`src/rtl/uart_rx_fifo.sv`:
```
// uart_rx_fifo: oversampled UART receiver (5-8 data bits, optional parity, 1/2 stop) feeding a
// first-word-fall-through FIFO with per-entry error flags and RTS. Break detection: UART_RX_BREAK_DET_EN.
module uart_rx_fifo #(
  parameter int CLKS_PER_BIT = 16,
  parameter int DEPTH        = 8,
  parameter int RTS_MARGIN   = 2
) (
  input  logic                   clk,
  input  logic                   reset,
  input  logic                   rx,
  input  logic [1:0]             data_bit_num,
  input  logic                   stop_bit_num,
  input  logic                   parity_en,
  input  logic                   parity_type,
  input  logic                   rd_en,
  output logic [7:0]             rd_data,
  output logic                   rd_parity_err,
  output logic                   rd_frame_err,
  output logic                   fifo_empty,
  output logic                   fifo_full,
  output logic [$clog2(DEPTH):0] fifo_count,
  output logic                   rts_n,
  output logic                   rx_done,
  output logic                   overrun,
  output logic                   break_det
);
  localparam int AW = $clog2(DEPTH);
  localparam int CW = $clog2(CLKS_PER_BIT);
  localparam logic [CW-1:0] HALF_TICK = CW'(CLKS_PER_BIT / 2 - 1);
  localparam logic [CW-1:0] FULL_TICK = CW'(CLKS_PER_BIT - 1);
  localparam logic [CW-1:0] ONE_TICK  = CW'(1);
  localparam logic [AW:0]   RTS_LEVEL = (AW + 1)'(DEPTH - RTS_MARGIN);

  typedef enum logic [2:0] {
    S_IDLE   = 3'd0,
    S_START  = 3'd1,
    S_DATA   = 3'd2,
    S_PARITY = 3'd3,
    S_STOP   = 3'd4,
    S_BREAK  = 3'd5
  } state_t;

  function automatic logic parity_error(input logic [7:0] data, input logic par_bit, input logic odd);
    parity_error = ((^data) ^ par_bit) != odd;
  endfunction

  state_t        state_r, state_next;
  logic          sync1_r, sync2_r, rx_prev_r;
  logic [CW-1:0] cnt_r;
  logic [2:0]    bit_idx_r;
  logic          stop_idx_r;
  logic [1:0]    cfg_bits_r;
  logic          cfg_stop2_r, cfg_par_en_r, cfg_par_odd_r;
  logic [7:0]    data_r;
  logic          par_err_r, frame_err_r;
  logic          tick_s, push_s;
  logic [9:0]    entry_s;
  logic          rx_done_r, rts_n_r, overrun_r;
`ifdef UART_RX_BREAK_DET_EN
  logic          brk_s, break_det_r, par_bit_r;
`endif

  logic [9:0]    mem [DEPTH];
  logic [AW:0]   wr_ptr_r, rd_ptr_r, count_s, count_next_s;
  logic          pop_s, wr_ok_s, drop_s;
  logic [9:0]    head_s;

  // Two-flop synchroniser plus one delayed copy for falling-edge detection
  always_ff @(posedge clk or posedge reset) begin
    if (reset) begin
      sync1_r   <= 1'b1;
      sync2_r   <= 1'b1;
      rx_prev_r <= 1'b1;
    end else begin
      sync1_r   <= rx;
      sync2_r   <= sync1_r;
      rx_prev_r <= sync2_r;
    end
  end

  // FSM state register
  always_ff @(posedge clk or posedge reset) begin
    if (reset) state_r <= S_IDLE;
    else       state_r <= state_next;
  end

  // Next-state logic; the final stop sample pushes the completed frame in the same edge
  always_comb begin
    state_next = state_r;
    tick_s     = 1'b0;
    push_s     = 1'b0;
`ifdef UART_RX_BREAK_DET_EN
    brk_s      = 1'b0;
`endif
    case (state_r)
      S_IDLE: begin
        if (rx_prev_r && !sync2_r) state_next = S_START;
        else                       state_next = S_IDLE;
      end
      S_START: begin
        tick_s = (cnt_r == HALF_TICK);
        if (tick_s) state_next = sync2_r ? S_IDLE : S_DATA;
        else        state_next = S_START;
      end
      S_DATA: begin
        tick_s = (cnt_r == FULL_TICK);
        if (tick_s && (bit_idx_r == ({1'b0, cfg_bits_r} + 3'd4)))
          state_next = cfg_par_en_r ? S_PARITY : S_STOP;
        else
          state_next = S_DATA;
      end
      S_PARITY: begin
        tick_s = (cnt_r == FULL_TICK);
        if (tick_s) state_next = S_STOP;
        else        state_next = S_PARITY;
      end
      S_STOP: begin
        tick_s = (cnt_r == FULL_TICK);
        if (!tick_s) begin
          state_next = S_STOP;
`ifdef UART_RX_BREAK_DET_EN
        end else if (!stop_idx_r && !sync2_r && (data_r == 8'h00) && !par_bit_r) begin
          brk_s      = 1'b1;
          state_next = S_BREAK;
`endif
        end else if (stop_idx_r == cfg_stop2_r) begin
          push_s     = 1'b1;
          state_next = S_IDLE;
        end else begin
          state_next = S_STOP;
        end
      end
      S_BREAK: begin
        if (sync2_r) state_next = S_IDLE;
        else         state_next = S_BREAK;
      end
      default: state_next = S_IDLE;
    endcase
  end

  assign entry_s = {frame_err_r | ~sync2_r, par_err_r, data_r};

  // Bit timing, configuration latch and frame assembly
  always_ff @(posedge clk or posedge reset) begin
    if (reset) begin
      cnt_r         <= {CW{1'b0}};
      bit_idx_r     <= 3'd0;
      stop_idx_r    <= 1'b0;
      cfg_bits_r    <= 2'd0;
      cfg_stop2_r   <= 1'b0;
      cfg_par_en_r  <= 1'b0;
      cfg_par_odd_r <= 1'b0;
      data_r        <= 8'h00;
      par_err_r     <= 1'b0;
      frame_err_r   <= 1'b0;
      rx_done_r     <= 1'b0;
`ifdef UART_RX_BREAK_DET_EN
      par_bit_r     <= 1'b0;
      break_det_r   <= 1'b0;
`endif
    end else begin
      case (state_r)
        S_START: begin
          if (tick_s) begin
            cnt_r         <= {CW{1'b0}};
            bit_idx_r     <= 3'd0;
            stop_idx_r    <= 1'b0;
            cfg_bits_r    <= data_bit_num;
            cfg_stop2_r   <= stop_bit_num;
            cfg_par_en_r  <= parity_en;
            cfg_par_odd_r <= parity_type;
            data_r        <= 8'h00;
            par_err_r     <= 1'b0;
            frame_err_r   <= 1'b0;
`ifdef UART_RX_BREAK_DET_EN
            par_bit_r     <= 1'b0;
`endif
          end else begin
            cnt_r <= cnt_r + ONE_TICK;
          end
        end
        S_DATA: begin
          if (tick_s) begin
            cnt_r             <= {CW{1'b0}};
            data_r[bit_idx_r] <= sync2_r;
            bit_idx_r         <= bit_idx_r + 3'd1;
          end else begin
            cnt_r <= cnt_r + ONE_TICK;
          end
        end
        S_PARITY: begin
          if (tick_s) begin
            cnt_r     <= {CW{1'b0}};
            par_err_r <= parity_error(data_r, sync2_r, cfg_par_odd_r);
`ifdef UART_RX_BREAK_DET_EN
            par_bit_r <= sync2_r;
`endif
          end else begin
            cnt_r <= cnt_r + ONE_TICK;
          end
        end
        S_STOP: begin
          if (tick_s) begin
            cnt_r      <= {CW{1'b0}};
            stop_idx_r <= 1'b1;
            if (!sync2_r) frame_err_r <= 1'b1;
          end else begin
            cnt_r <= cnt_r + ONE_TICK;
          end
        end
        default: cnt_r <= {CW{1'b0}};
      endcase
      rx_done_r <= push_s;
`ifdef UART_RX_BREAK_DET_EN
      break_det_r <= brk_s;
`endif
    end
  end

  assign count_s      = wr_ptr_r - rd_ptr_r;
  assign fifo_empty   = (wr_ptr_r == rd_ptr_r);
  assign fifo_full    = (wr_ptr_r[AW] != rd_ptr_r[AW]) && (wr_ptr_r[AW-1:0] == rd_ptr_r[AW-1:0]);
  assign pop_s        = rd_en && !fifo_empty;
  assign wr_ok_s      = push_s && (!fifo_full || pop_s);
  assign drop_s       = push_s && fifo_full && !pop_s;
  assign count_next_s = count_s + {{AW{1'b0}}, wr_ok_s} - {{AW{1'b0}}, pop_s};
  assign head_s       = mem[rd_ptr_r[AW-1:0]];

  // FIFO storage; contents are only observed through the empty-gated head
  always_ff @(posedge clk) begin
    if (wr_ok_s) mem[wr_ptr_r[AW-1:0]] <= entry_s;
  end

  // Pointers, overrun flag and registered RTS threshold
  always_ff @(posedge clk or posedge reset) begin
    if (reset) begin
      wr_ptr_r  <= {(AW + 1){1'b0}};
      rd_ptr_r  <= {(AW + 1){1'b0}};
      overrun_r <= 1'b0;
      rts_n_r   <= 1'b1;
    end else begin
      if (wr_ok_s) wr_ptr_r <= wr_ptr_r + {{AW{1'b0}}, 1'b1};
      if (pop_s)   rd_ptr_r <= rd_ptr_r + {{AW{1'b0}}, 1'b1};
      if (pop_s)       overrun_r <= 1'b0;
      else if (drop_s) overrun_r <= 1'b1;
      rts_n_r <= (count_next_s >= RTS_LEVEL);
    end
  end

  assign rd_data       = fifo_empty ? 8'h00 : head_s[7:0];
  assign rd_parity_err = !fifo_empty && head_s[8];
  assign rd_frame_err  = !fifo_empty && head_s[9];
  assign fifo_count    = count_s;
  assign rts_n         = rts_n_r;
  assign rx_done       = rx_done_r;
  assign overrun       = overrun_r;
`ifdef UART_RX_BREAK_DET_EN
  assign break_det     = break_det_r;
`else
  assign break_det     = 1'b0;
`endif
endmodule

```
`config.mk`:
```
export PLATFORM = sky130hd
export DESIGN_NAME = uart_rx_fifo
export DESIGN_NICKNAME = d
export VERILOG_FILES = /design/src/rtl/uart_rx_fifo.sv
export SDC_FILE = /design/constraint.sdc
export NUM_CORES = 1
export LEC_CHECK = 0
export CELL_PAD_IN_SITES_DETAIL_PLACEMENT = 0
export CELL_PAD_IN_SITES_GLOBAL_PLACEMENT = 1
export CORE_ASPECT_RATIO = 0.8
export CORE_MARGIN = 1.5
export CORE_UTILIZATION = 50
export DETAILED_ROUTE_END_ITERATION = 8
export PLACE_DENSITY_LB_ADDON = 0.08
export SLEW_MARGIN = 20
export SYNTH_ARGS = -nofsm -noshare
export SYNTH_HDL_FRONTEND = slang
export SYNTH_SLANG_ARGS = --single-unit
export TNS_END_PERCENT = 50
```
`constraint.sdc`:
```
create_clock -name clk -period 3.25 [get_ports clk]
set_input_delay 0.975 -clock clk [delete_from_list [all_inputs] [get_ports clk]]
set_output_delay 0.975 -clock clk [all_outputs]
set_load 0.02 [all_outputs]
```
==> results.py <==
metrics = {
    "timing": {
        "worst_slack_ps": 164,
        "fmax_ghz": 0.324,
        "setup_viol": 0,
        "tightest_slew_ps": 583,
        "maxSlewViolCount": 0,
        "slew_headroom_pct": 60.9,
        "hold_viol_final": 0,
        "fin_skew_ps": 8.04,
        "rsz0062_at_grt": "no",
        "setup_tns_ps": 0,
        "finalCritPeriodShare_pct": 95.0,
        "period_needed_ps": 3090,
    },
    "placed_design": {
        "port_buffers": 27,
        "post-place-ws_ps": 165,
        "place_hpwl_microns": 6770,
        "gp_routability_congestion": 0.761,
        "placed_cells": 543,
    },
    "setup_path": {
        "critPathArrivalTime_ps": 2110,
        "timing.rr.start": "cnt_r[0]",
        "rrSetupSlack_ps": 620,
        "critPathLaunchType": "register",
        "worst_setup_path_end_kind": "output pin",
        "worstPathRequired_ps": 2270,
        "reg2reg_to": "rts_n",
        "r2r_cells": 11,
        "critPathKind": "reg -> out",
        "cp_max_fo": 5,
    },
    "global_route": {
        "first_global_vias": 3138,
        "grt_first_pass_wirelength_microns": 17000,
        "grt_overflow": 0,
        "antenna_found_initial": 0,
        "grt.total_usage_pct": 20.6,
        "grt_max_degree": 41,
    },
    "synthesis": {
        "synth_top_cell_area_share_pct": 45.1,
        "syn_avg_cell_area_sq_um": 14.3,
        "netlist_area_sq_um": 5320,
        "ys.flop_type": "edfxtp_1",
        "synthTopCellsByArea": "edfxtp_1 45%, dfrtp_1 17%, mux4_2 8.5%",
        "synth_async_sr_flop_share_pct": 33.3,
        "synth.net_count": 394,
        "synth_edf_count": 80,
        "synth_largest_area_cell": "edfxtp_1",
        "synth.distinct_cells": 49,
        "yosysWarningCount": 0,
        "synth_seq_cells": 120,
        "synth-seq-area-share_pct": 64.0,
        "syn_inst": 373,
    },
    "drt": {
        "drtPass1Iterations": 4,
        "via_per_inst": 5.37,
        "drc": 0,
        "vias": 3086,
        "drt_iter0_drc": 168,
        "drtAntennaViolNets": 0,
        "avgRoutedWirePerCell_microns": 18.1,
        "routed_wl_microns": 10400,
    },
    "clock_network": {
        "h-tree-depth": 4,
        "clk_pin_slew_ps": 50,
        "clock_sinks": 120,
        "cts_buffers": 17,
        "clk_latency_ps": 410,
        "cts_tree": "done",
        "postCtsSetupRepairBufs": 0,
        "root_buffer": "clkbuf_16",
        "clock_path_buffers": 2,
    },
    "die": {
        "die_h_microns": 95.3,
        "die_area_sq_um": 11300,
        "core-area_sq_um": 10300,
        "fp-row-count": 33,
        "pin_count": 29,
        "start_util_pct": 51.6,
        "fp.dieW_microns": 118,
    },
    "cells_and_area": {
        "fill_cells": 834,
        "final_util_pct": 62.4,
        "final_cell_mix": "80 x edfxtp_1, 38 x nand2_1, 35 x dfrtp_1",
        "final_common_cell": "edfxtp_1",
        "final_nets": 443,
        "layout-drive-gt1-share_pct": 22.1,
        "area_delta_synth_final_pct": 21.0,
        "instances_no_fill": 575,
        "n_antenna_cell": 0,
    },
    "min_path": {
        "worstHoldStart": "sync1_r",
        "hold_depth": 0,
        "min_to": "sync2_r",
        "hold_class": "reg -> reg",
    },
    "run": {
        "cap_violations": 0,
    },
    "power": {
        "vdd_drop_max_mv": 0.394,
        "cellPowerDensity_nw_per_um2": 806,
        "leakagePower_nw": 2.42,
    },
    "run_status": {
        "status": "finished clean",
    },
}
## synth_stat cells, types with 2 or more instances
| library cell | n |
|---|---|
| nor3_1 | 5 |
| a32o_1 | 2 |
| a31oi_1 | 3 |
| buf_4 | 2 |
| a21o_1 | 3 |
| and3_1 | 2 |
| ha_1 | 10 |
| nor2b_1 | 2 |
| o31ai_1 | 3 |
| fa_1 | 2 |
| xnor2_1 | 19 |
| xor2_1 | 9 |
| o21ai_0 | 15 |
| a21oi_1 | 20 |
| nand2_1 | 38 |
| mux4_2 | 20 |
| clkbuf_1 | 8 |
| edfxtp_1 | 80 |
| nor4_1 | 6 |
| nand3_1 | 5 |
| dfstp_2 | 4 |
| o211ai_1 | 2 |
| inv_1 | 14 |
| nor2_1 | 21 |
| o21ai_1 | 3 |
| dfrtp_1 | 36 |
| mux2_2 | 5 |
| nand2b_1 | 5 |
| buf_2 | 9 |
## worst max path at each step
stage	startpoint	to	slack, ps	depth (start not counted)
after CTS	wr_ptr_r[0]	fifo_full	80	6
final	wr_ptr_r[0]	fifo_count[1]	160	5
after global placement	rd_en	rts_n	210	10
after detailed placement	rd_en	rts_n	160	10
after global routing	wr_ptr_r[0]	fifo_count[1]	30	5
after floorplan	rd_ptr_r[1]	rd_data[0]	290	7
## state kept, by name, summed over array words and instances (netlist names), 2 cells and up
| signal | cells |
|---|---|
| mem | 80 |
| data_r | 8 |
| cnt_r | 4 |
| rd_ptr_r | 4 |
| wr_ptr_r | 4 |
| bit_idx_r | 3 |
| state_r | 3 |
| cfg_bits_r | 2 |
## critical path, stage by stage, from the launching register on
cell	delay (ps)
dfrtp_1	370
inv_1	180
ha_1	220
fa_1	490
inv_1	100
dlygate4sd2_1	330
## metrics by stage
step	hold slack, ps	power [W]	cell area [sq um]
floorplan	345	0.00300	5320
detailed placement	349	0.00355	5870
CTS	356	0.00524	6430
global route	357	0.00547	6440
finish	357	0.00519	6440
global placement	347	0.00352	5870
## where the power goes
part	switching [W]	total (W)	internal, W
clock network	0.000625	0.00177	0.00115
logic	0.000837	0.00157	0.000730
registers	0.000111	0.00185	0.00174
## kinds of logic after synthesis
logic type / Yosys count / share of synthesized area (%)
buffers and inverters: 34 / 2.75
AND/OR/NAND/NOR: 93 / 8.67
AO/OA/AOI/OAI: 59 / 6.82
other: 1 / 0.0705
adder cells (fa/ha/maj): 12 / 3.10
XOR/XNOR: 29 / 5.03
flip-flops: 120 / 64.0
multiplexers: 25 / 9.52
## final cells by class
cell class                      instances  area [sq um]  area share, %
Timing Repair Buffer                   50           428           6.64
Clock buffer                           24           503           7.81
Tap cell                              140           175           2.72
Multi-Input combinational cell        219          1800           28.0
Clock inverter                          8          70.1           1.09
Sequential cell                       120          3410           52.9
Inverter                               14          52.6          0.816
## layer usage
layer,routed length (microns),track usage [%],vias up,share of wire [%]
met3,545,5.56,11,5.2
li1,-,-,1477,-
met1,4850,27.8,1534,47
met5,0,0,-,0
met4,94,7.32,0,0.90
met2,4940,32.6,64,47
## what timing repair did
action,4_1_cts,5_1_grt
hold buffers,0,0
gates resized for setup,16,2
endpoints found under the setup margin,14,2
pin swaps,0,0
gates cloned,0,0
Note: power is estimated with default switching activity, not from simulation.
